==> config.mk <==
export PLATFORM = sky130hd
export DESIGN_NAME = target_ctl
export DESIGN_NICKNAME = d
export VERILOG_FILES = /design/src/rtl/target_ctl.sv
export SDC_FILE = /design/constraint.sdc
export NUM_CORES = 1
export LEC_CHECK = 0
export CAP_MARGIN = 0
export CORE_MARGIN = 2
export CORE_UTILIZATION = 45
export DETAILED_ROUTE_END_ITERATION = 10
export PLACE_DENSITY = 0.66
export SLEW_MARGIN = 10
export SYNTH_ARGS = -nofsm -noshare
export SYNTH_HDL_FRONTEND = slang
export SYNTH_SLANG_ARGS = --single-unit
==> constraint.sdc <==
create_clock -name clk -period 3.54 [get_ports clk]
set_input_delay 0.708 -clock clk [delete_from_list [all_inputs] [get_ports clk]]
set_output_delay 0.708 -clock clk [all_outputs]
set_load 0.01 [all_outputs]
==> src/rtl/target_ctl.sv <==
// Per-frame target sequencer: position, bounce, hit/fall/escape/respawn, score and miss counts.
// Define TARGET_CTL_LFSR_SPAWN_EN for pseudo-random spawn x/dx; otherwise spawns are centred with alternating dx.
module target_ctl #(
  parameter int H_RES         = 800,
  parameter int V_RES         = 600,
  parameter int TGT_W         = 50,
  parameter int TGT_H         = 50,
  parameter int SPEED         = 2,
  parameter int FALL_SPEED    = 4,
  parameter int HIT_FRAMES    = 30,
  parameter int ESCAPE_FRAMES = 300,
  parameter int MAX_MISS      = 3
) (
  input  logic        clk,
  input  logic        rst_n,
  input  logic        vblnk,
  input  logic        start,
  input  logic        hit,
  output logic [10:0] tgt_x,
  output logic [10:0] tgt_y,
  output logic        tgt_visible,
  output logic        tgt_hit,
  output logic [7:0]  score,
  output logic [1:0]  miss_cnt,
  output logic        game_over,
  output logic [2:0]  dbg_state
);

  localparam int XMAX = H_RES - TGT_W;
  localparam int YMAX = V_RES - TGT_H;
  localparam logic [10:0] XMAX_U = 11'(XMAX);
  localparam logic [10:0] YMAX_U = 11'(YMAX);
  localparam logic [10:0] X_HOME = 11'(XMAX / 2);
  localparam logic signed [11:0] XMAX_S  = 12'(XMAX);
  localparam logic signed [11:0] YMAX_S  = 12'(YMAX);
  localparam logic signed [11:0] SPEED_S = 12'(SPEED);
  localparam logic signed [11:0] FALL_S  = 12'(FALL_SPEED);
  localparam logic [8:0] HIT_LAST  = 9'(HIT_FRAMES - 1);
  localparam logic [8:0] ESC_LAST  = 9'(ESCAPE_FRAMES - 1);
  localparam logic [1:0] MISS_LAST = 2'(MAX_MISS - 1);
  localparam logic [1:0] DIR_POS  = 2'b01;
  localparam logic [1:0] DIR_NEG  = 2'b11;
  localparam logic [1:0] DIR_ZERO = 2'b00;

  typedef enum logic [2:0] {
    IDLE    = 3'd0,
    RESPAWN = 3'd1,
    FLY     = 3'd2,
    HIT     = 3'd3,
    FALL    = 3'd4,
    ESCAPE  = 3'd5,
    OVER    = 3'd6
  } state_t;

  state_t      state;
  logic        vblnk_q;
  logic        frame_tick;
  logic [1:0]  dx;
  logic [1:0]  dy;
  logic [8:0]  frame_cnt;
  logic [10:0] spawn_x;
  logic [1:0]  spawn_dx;

  logic signed [11:0] x_cur, y_cur, x_mv, y_mv, y_fall, y_esc;

  assign dbg_state = state;

  function automatic logic [1:0] flip(input logic [1:0] d);
    return (d == DIR_POS) ? DIR_NEG : DIR_POS;
  endfunction

  // Frame boundary: one-cycle pulse on the registered rising edge of vblnk.
  always_ff @(posedge clk or negedge rst_n) begin
    if (!rst_n) begin
      vblnk_q    <= 1'b0;
      frame_tick <= 1'b0;
    end else begin
      vblnk_q    <= vblnk;
      frame_tick <= vblnk & ~vblnk_q;
    end
  end

`ifdef TARGET_CTL_LFSR_SPAWN_EN
  logic [15:0] lfsr;

  // Fibonacci LFSR, taps 16,14,13,11, shifting toward bit 0.
  always_ff @(posedge clk or negedge rst_n) begin
    if (!rst_n) lfsr <= 16'hACE1;
    else        lfsr <= {lfsr[0] ^ lfsr[2] ^ lfsr[3] ^ lfsr[5], lfsr[15:1]};
  end

  always_comb begin
    spawn_x = {1'b0, lfsr[9:0]};
    if (spawn_x >= XMAX_U) spawn_x = spawn_x - 11'd512;
    spawn_dx = lfsr[10] ? DIR_NEG : DIR_POS;
  end
`else
  logic spawn_alt;

  always_ff @(posedge clk or negedge rst_n) begin
    if (!rst_n)                 spawn_alt <= 1'b0;
    else if (state == RESPAWN)  spawn_alt <= ~spawn_alt;
  end

  always_comb begin
    spawn_x  = X_HOME;
    spawn_dx = spawn_alt ? DIR_NEG : DIR_POS;
  end
`endif

  // Candidate positions in signed 12-bit so under/overflow past the edges is visible.
  always_comb begin
    x_cur = $signed({1'b0, tgt_x});
    y_cur = $signed({1'b0, tgt_y});
    x_mv  = x_cur;
    y_mv  = y_cur;
    case (dx)
      DIR_POS: x_mv = x_cur + SPEED_S;
      DIR_NEG: x_mv = x_cur - SPEED_S;
      default: ;
    endcase
    case (dy)
      DIR_POS: y_mv = y_cur + SPEED_S;
      DIR_NEG: y_mv = y_cur - SPEED_S;
      default: ;
    endcase
    y_fall = y_cur + FALL_S;
    y_esc  = y_cur - SPEED_S;
  end

  always_ff @(posedge clk or negedge rst_n) begin
    if (!rst_n) begin
      state       <= IDLE;
      tgt_x       <= X_HOME;
      tgt_y       <= YMAX_U;
      dx          <= DIR_POS;
      dy          <= DIR_NEG;
      frame_cnt   <= '0;
      tgt_visible <= 1'b0;
      tgt_hit     <= 1'b0;
      score       <= '0;
      miss_cnt    <= '0;
      game_over   <= 1'b0;
    end else begin
      case (state)
        IDLE: begin
          if (start) state <= RESPAWN;
        end
        RESPAWN: begin
          tgt_x       <= spawn_x;
          tgt_y       <= YMAX_U;
          dx          <= spawn_dx;
          dy          <= DIR_NEG;
          frame_cnt   <= '0;
          tgt_visible <= 1'b1;
          state       <= FLY;
        end
        FLY: begin
          // A hit beats a coincident frame_tick: the target freezes where it is.
          if (hit) begin
            frame_cnt <= '0;
            tgt_hit   <= 1'b1;
            state     <= HIT;
          end else if (frame_tick) begin
            if (x_mv < 12'sd0) begin
              tgt_x <= '0;
              dx    <= flip(dx);
            end else if (x_mv > XMAX_S) begin
              tgt_x <= XMAX_U;
              dx    <= flip(dx);
            end else begin
              tgt_x <= x_mv[10:0];
            end
            if (y_mv < 12'sd0) begin
              tgt_y <= '0;
              dy    <= flip(dy);
            end else if (y_mv > YMAX_S) begin
              tgt_y <= YMAX_U;
              dy    <= flip(dy);
            end else begin
              tgt_y <= y_mv[10:0];
            end
            frame_cnt <= frame_cnt + 9'd1;
            if (frame_cnt == ESC_LAST) begin
              dx    <= DIR_ZERO;
              state <= ESCAPE;
            end
          end
        end
        HIT: begin
          if (frame_tick) begin
            frame_cnt <= frame_cnt + 9'd1;
            if (frame_cnt == HIT_LAST) state <= FALL;
          end
        end
        FALL: begin
          if (frame_tick) begin
            if (y_fall >= YMAX_S) begin
              tgt_y       <= YMAX_U;
              tgt_visible <= 1'b0;
              tgt_hit     <= 1'b0;
              if (score != 8'hFF) score <= score + 8'd1;
              state       <= RESPAWN;
            end else begin
              tgt_y <= y_fall[10:0];
            end
          end
        end
        ESCAPE: begin
          if (frame_tick) begin
            if (y_esc <= 12'sd0) begin
              tgt_y       <= '0;
              tgt_visible <= 1'b0;
              miss_cnt    <= miss_cnt + 2'd1;
              if (miss_cnt == MISS_LAST) begin
                game_over <= 1'b1;
                state     <= OVER;
              end else begin
                state <= RESPAWN;
              end
            end else begin
              tgt_y <= y_esc[10:0];
            end
          end
        end
        OVER: begin
          if (start) begin
            score     <= '0;
            miss_cnt  <= '0;
            game_over <= 1'b0;
            state     <= RESPAWN;
          end
        end
        default: state <= IDLE;
      endcase
    end
  end

endmodule

# Yosys cells after proc, flatten, opt, wreduce, memory -nomap -nowiden
# Index checks and enable logic that the tools add are counted.
[word_totals] register_bits=54 out_inout_bits=38 inputBits=5
[classes] muxes=66 n_eq_ne=31 bitwise=3 n_lt_le_gt_ge=6 reduce_logical=19 add_sub_neg=8
[op_table] cell="$mux 11" count=12
[op_table] cell="$pmux 12 s2" count=2
[op_table] cell="$pmux 11 s4" count=1
[op_table] cell="$mux 3" count=11
[op_table] cell="$mux 8" count=4
[op_table] cell="$mux 2" count=15
[op_table] cell="$pmux 9 s3" count=1
[op_table] cell="$add 11x2->12 const B" count=2
[op_table] cell="$gt 12x11->1 const B" count=2
[op_table] cell="$lt 12x1->1 const B" count=2
[op_table] cell="$ne 2x2->1 const B" count=12
[op_table] cell="$sub 11x2->12 const B" count=2
[op_table] cell="$pmux 11 s2" count=1
[op_table] cell="$reduce_and 5->1" count=4
[op_table] cell="$mux 9" count=2
[op_table] cell="$pmux 3 s6" count=1
[op_table] cell="$pmux 8 s2" count=1
[op_table] cell="$reduce_and 4->1" count=4
[op_table] cell="$add 11x3->12 const B" count=1
[op_table] cell="$ge 12x11->1 const B" count=1
[op_table] cell="$le 12x1->1 const B" count=1
[op_table] cell="$pmux 2 s2" count=3
[op_table] cell="$add 9x1->9 const B" count=1
[op_table] cell="$eq 3x3->1 const B" count=3
[op_table] cell="other kinds (24)" count=44

# Logic depth before layout (Yosys ltp)
[logic_depth] word_depth=9 ltp_mapped=12 depth_no_buf=11

# Worst setup path after synthesis
# OpenSTA, ideal clock, no wires.
[synth_timing] path_type="register to register" start="register dx[0]" end="register tgt_x[1]" stages_incl_launch_ff=12 arrival_time_ns=2.847 n_path_buf=1 period_less_slack_ns=2.945 setup_ns=0.098 slack_ns=0.595 cell_sequence="dfstp_2 -> clkbuf_1 -> nand2_1 -> xnor2_1 -> ha_1 -> or4_1 -> o21ai_2 -> xnor2_1 -> a2111oi_4 -> o21bai_2 -> and2_4 -> a221oi_1"
[synth_between] elab_chain_len=8 elab_cells_between_ends=10 classes_between="order compare (2); eq/ne (2); mux (6)"
[synth_rtl] item="start: declaration" line="58" text="logic [1:0] dx;"
[synth_rtl] item="start signal: assignment" line="152" text="dx <= spawn_dx;"
[synth_rtl] item="start signal: assignment" line="167" text="dx <= flip(dx);"
[synth_rtl] item="start signal: assignment" line="170" text="dx <= flip(dx);"
[synth_rtl] item="$eq 2x2->1 or $eq 2x1->1 (tied branches)" line="117" text="case (dx)"
[synth_rtl] item="$pmux 12 s2 (*)" line="117"
[synth_rtl] item="$gt 12x11->1" line="168" text="end else if (x_mv > XMAX_S) begin"
[synth_rtl] item="$mux 11" line="168"
[synth_rtl] item="$mux 11 (*)" line="165" text="if (x_mv < 12'sd0) begin"
[synth_rtl] item="$mux 11 (*)" line="164" text="end else if (frame_tick) begin"
[synth_rtl] item="$mux 11 (*)" line="160" text="if (hit) begin"
[synth_rtl] item="$pmux 11 s2 (*)" line="145" text="case (state)"
[synth_rtl] item="end signal: assignment" line="150" text="tgt_x <= spawn_x;"
[synth_rtl] item="end signal: assignment" line="172" text="tgt_x <= x_mv[10:0];"
[synth_rtl] item="end: declaration" line="19" text="output logic [10:0] tgt_x,"
# Every way passes the cells marked *; elsewhere a longest branch is shown, timed or not. The select of a mux whose other input is x is not followed.
# A chain may end at the register's enable or synchronous reset.

# Worst setup path after layout
[layout_timing] start="register tgt_y[2]" end="register tgt_y[4]"
[layout_between] elab_chain_len=8 elab_cells_between_ends=17 classes_between="add/sub (3); order compare (4); mux (10)"
[layout_rtl] item="start: declaration" line="20" text="output logic [10:0] tgt_y,"
[layout_rtl] item="start signal: assignment" line="181" text="tgt_y <= y_mv[10:0];"
[layout_rtl] item="start signal: assignment" line="205" text="tgt_y <= y_fall[10:0];"
[layout_rtl] item="start signal: assignment" line="222" text="tgt_y <= y_esc[10:0];"
[layout_rtl] item="$sub 11x2->12 or $add 11x2->12 (tied branches)" line="124, 128, 123"
[layout_rtl] item="$pmux 12 s2" line="122" text="case (dy)"
[layout_rtl] item="$gt 12x11->1" line="177" text="end else if (y_mv > YMAX_S) begin"
[layout_rtl] item="$mux 11" line="177"
[layout_rtl] item="$mux 11" line="174" text="if (y_mv < 12'sd0) begin"
[layout_rtl] item="$mux 11" line="164"
[layout_rtl] item="$mux 11" line="160"
[layout_rtl] item="$pmux 11 s4 (*)" line="145"
# Marks and branches as above.

==> reports/qor.yml <==
grt_pass1_vias: 3991
finalClockSkew_ns: 0.00965
power_density_nw_per_um2: 710
design.die.area_um2: 10200
fin_nets: 582
drive_gt1_share_pct: 8.83
synth_top_area_share_pct: 23.1
grt-ovfl-total: 0
final.period_utilization_pct: 89.3
placementRows: 35
synthFlopType: "dfrtp_1"
first_iter_violations: 398
rsz0062_at_grt: "false"
synth.yosys.seq_area_share_pct: 31.1
ys_ff_latch: 52
setup_tns_ns: 0
yosysUniqueCellTypes: 73
grt_pass1_wl_mm: 19.5
maxCapViolations: 0
path_clk_slew_ns: 0.10
cts_tree: "yes"
nFillCells: 886
portBuffers: 41
antenna_found_initial: 0
final_cell_mix: "53 x nand2_1, 44 x nor2_1, 43 x o21ai_0"
grt_max_degree: 36
hold_viol_final: 0
post_cts_buffers: 0
min_period_ns: 3.16
place_congestion: 0.934
wl_per_cell_um: 17.4
synth_enable_flop_cells: 0
layout.cells.non_filler: 677
ios: 43
cp_data_arrival_time_ns: 3.37
syn-cell-area_um2: 4230
clock-sinks: 52
yosysTopAreaCell: "dfrtp_1"
avgSynthCellArea_um2: 7.89
root_buffer: "clkbuf_8"
clk_latency_ns: 0.31
fmax_mhz: 316
wirelength_mm: 11.8
crit_path_start_kind: "flop"
dieHeight_um: 101
total_power_mw: 3.45
placed_cells: 669
path_class: "reg -> reg"
ir_worst_vdd_mv: 0.421
start_util_pct: 46.0
htreeDepth: 2
post_cts_resized: 0
ant_nets: 0
drv_slew: 0
synth_nets: 553
layout_setup_ws_ns: 0.379
synth_cells: 536
diodes: 0
min_path_type: "reg -> reg"
dr.pass1.iters: 5
post-route-drc-count: 0
cts_hold_buf: 0
post-dp-hpwl_mm: 8.55
core_um2: 9200
vias: 4226
status: "finished clean"
timing.slew.headroom_pct: 48.1
synth_warnings: 0
async_flop_share_pct: 100
place_ws_ns: 0.281
die_x_um: 101
crit_path_max_fanout: 7
vias_per_cell: 6.24
worst_setup_path_end_kind: "flop"
final_common_cell: "nand2_1"
synth_area_leaders: "dfrtp_1 23%, dfstp_2 8.1%, o21ai_0 5.1%, nand2_1 4.7%, nor2_1 3.9%"
area_growth_pct: 14.8
p_leak_nw: 1.91
cts_buffer_depth: 2
setup_violations: 0
cts_buffers: 5
crit_required_ns: 3.75
grt_util_all_layers_pct: 23.6
worst_pin_slew_ns: 0.778
[cell families (layout without fill, tap and decap cells)]
family,after synthesis,after routing,share of synthesized area (%)
other,1,1,0.0886
AO/OA/AOI/OAI,163,163,25.6
XOR/XNOR,26,26,5.38
buffers and inverters,56,86,5.53
adder cells (fa/ha/maj),12,12,3.55
flip-flops,52,52,31.1
multiplexers,6,6,1.51
AND/OR/NAND/NOR,220,220,27.2
[path summary, 6_finish.rpt]
check / endpoint / from / slack [ns] / cells past startpoint
min reg2reg: frame_tick / vblnk_q / 0.41 / 1
max reg2reg: tgt_y[4] / tgt_y[2] / 0.38 / 9
max: tgt_y[4] / tgt_y[2] / 0.38 / 9
min: frame_tick / vblnk_q / 0.41 / 1
max in group asynchronous: tgt_x[0] / rst_n / 2.27 / 2
min in group asynchronous: score[6] / rst_n / 0.46 / 1
[critical path, cell delays in order (launching register included)]
cell and delay [ns]:
dfstp_2 0.63, ha_1 0.34, xor2_1 0.10, a2111oi_0 0.53
or2_1 0.23, a32o_1 0.20, nand2_1 0.13, nor2_1 0.42
nand2_1 0.21, o311ai_1 0.27
[flip-flops by register name, summed over array words and instances, names as in the netlist]
signal / flops
frame_cnt: 9
dy: 1
vblnk_q: 1
miss_cnt: 2
score: 8
spawn_alt: 1
tgt_y: 10
tgt_visible: 1
dbg_state: 3
dx: 2
tgt_x: 11
game_over: 1
frame_tick: 1
tgt_hit: 1
[cell type report]
type	instances	area, µm²	share of cell area (%)
clock inverter	2	35.0	0.721
inverter	19	71.3	1.47
sequential	52	1320	27.1
timing repair buffer	59	541	11.1
tap	111	139	2.86
clock buffer	6	72.6	1.49
multi-input combinational	428	2680	55.2
[where the power goes]
group | switching, mW | total [mW] | leakage, nW | internal (mW)
combinational | 1.11 | 1.98 | 1.20 | 0.875
sequential | 0.280 | 1.04 | 0.653 | 0.761
clock | 0.210 | 0.420 | 0.0552 | 0.211
total | 1.60 | 3.45 | 1.91 | 1.85
[Yosys cell counts (all sizes together) (4+ instances only)]
library cell  instances
nor2                 44
or2                   5
nor2b                 9
xnor2                11
ha                   12
nand2b               13
inv                  19
xor2                 15
nor3                 11
nand3                23
o21ai                59
dfstp                13
dfrtp                39
and2                  7
nand4                10
a31oi                 9
buf                  12
o31ai                 7
nor4                  6
a32oi                 5
o32a                  4
o21a                  4
or4                   6
and3                 11
clkbuf               25
or3                   4
nand2                53
o22ai                 9
nand4b                6
a21oi                27
[per-layer routing]
layer  up-vias  wire length [µm]  GRT usage [%]
met2       166              5360           36.9
met5         -                 0              0
met3        21               640           4.02
met1      2013              5580           33.6
met4         0               221           6.96
li1       2026                 -              -
[stage by stage]
stage	utilization (%)	area, µm²	hold WS (ns)
after detailed placement	51.6	4750	0.393
after global routing	52.8	4860	0.427
final	52.8	4860	0.408
after global placement	51.6	4750	0.389
after CTS	52.8	4860	0.412
after floorplan	-	4230	0.378
(Power assumes the default switching activity.)
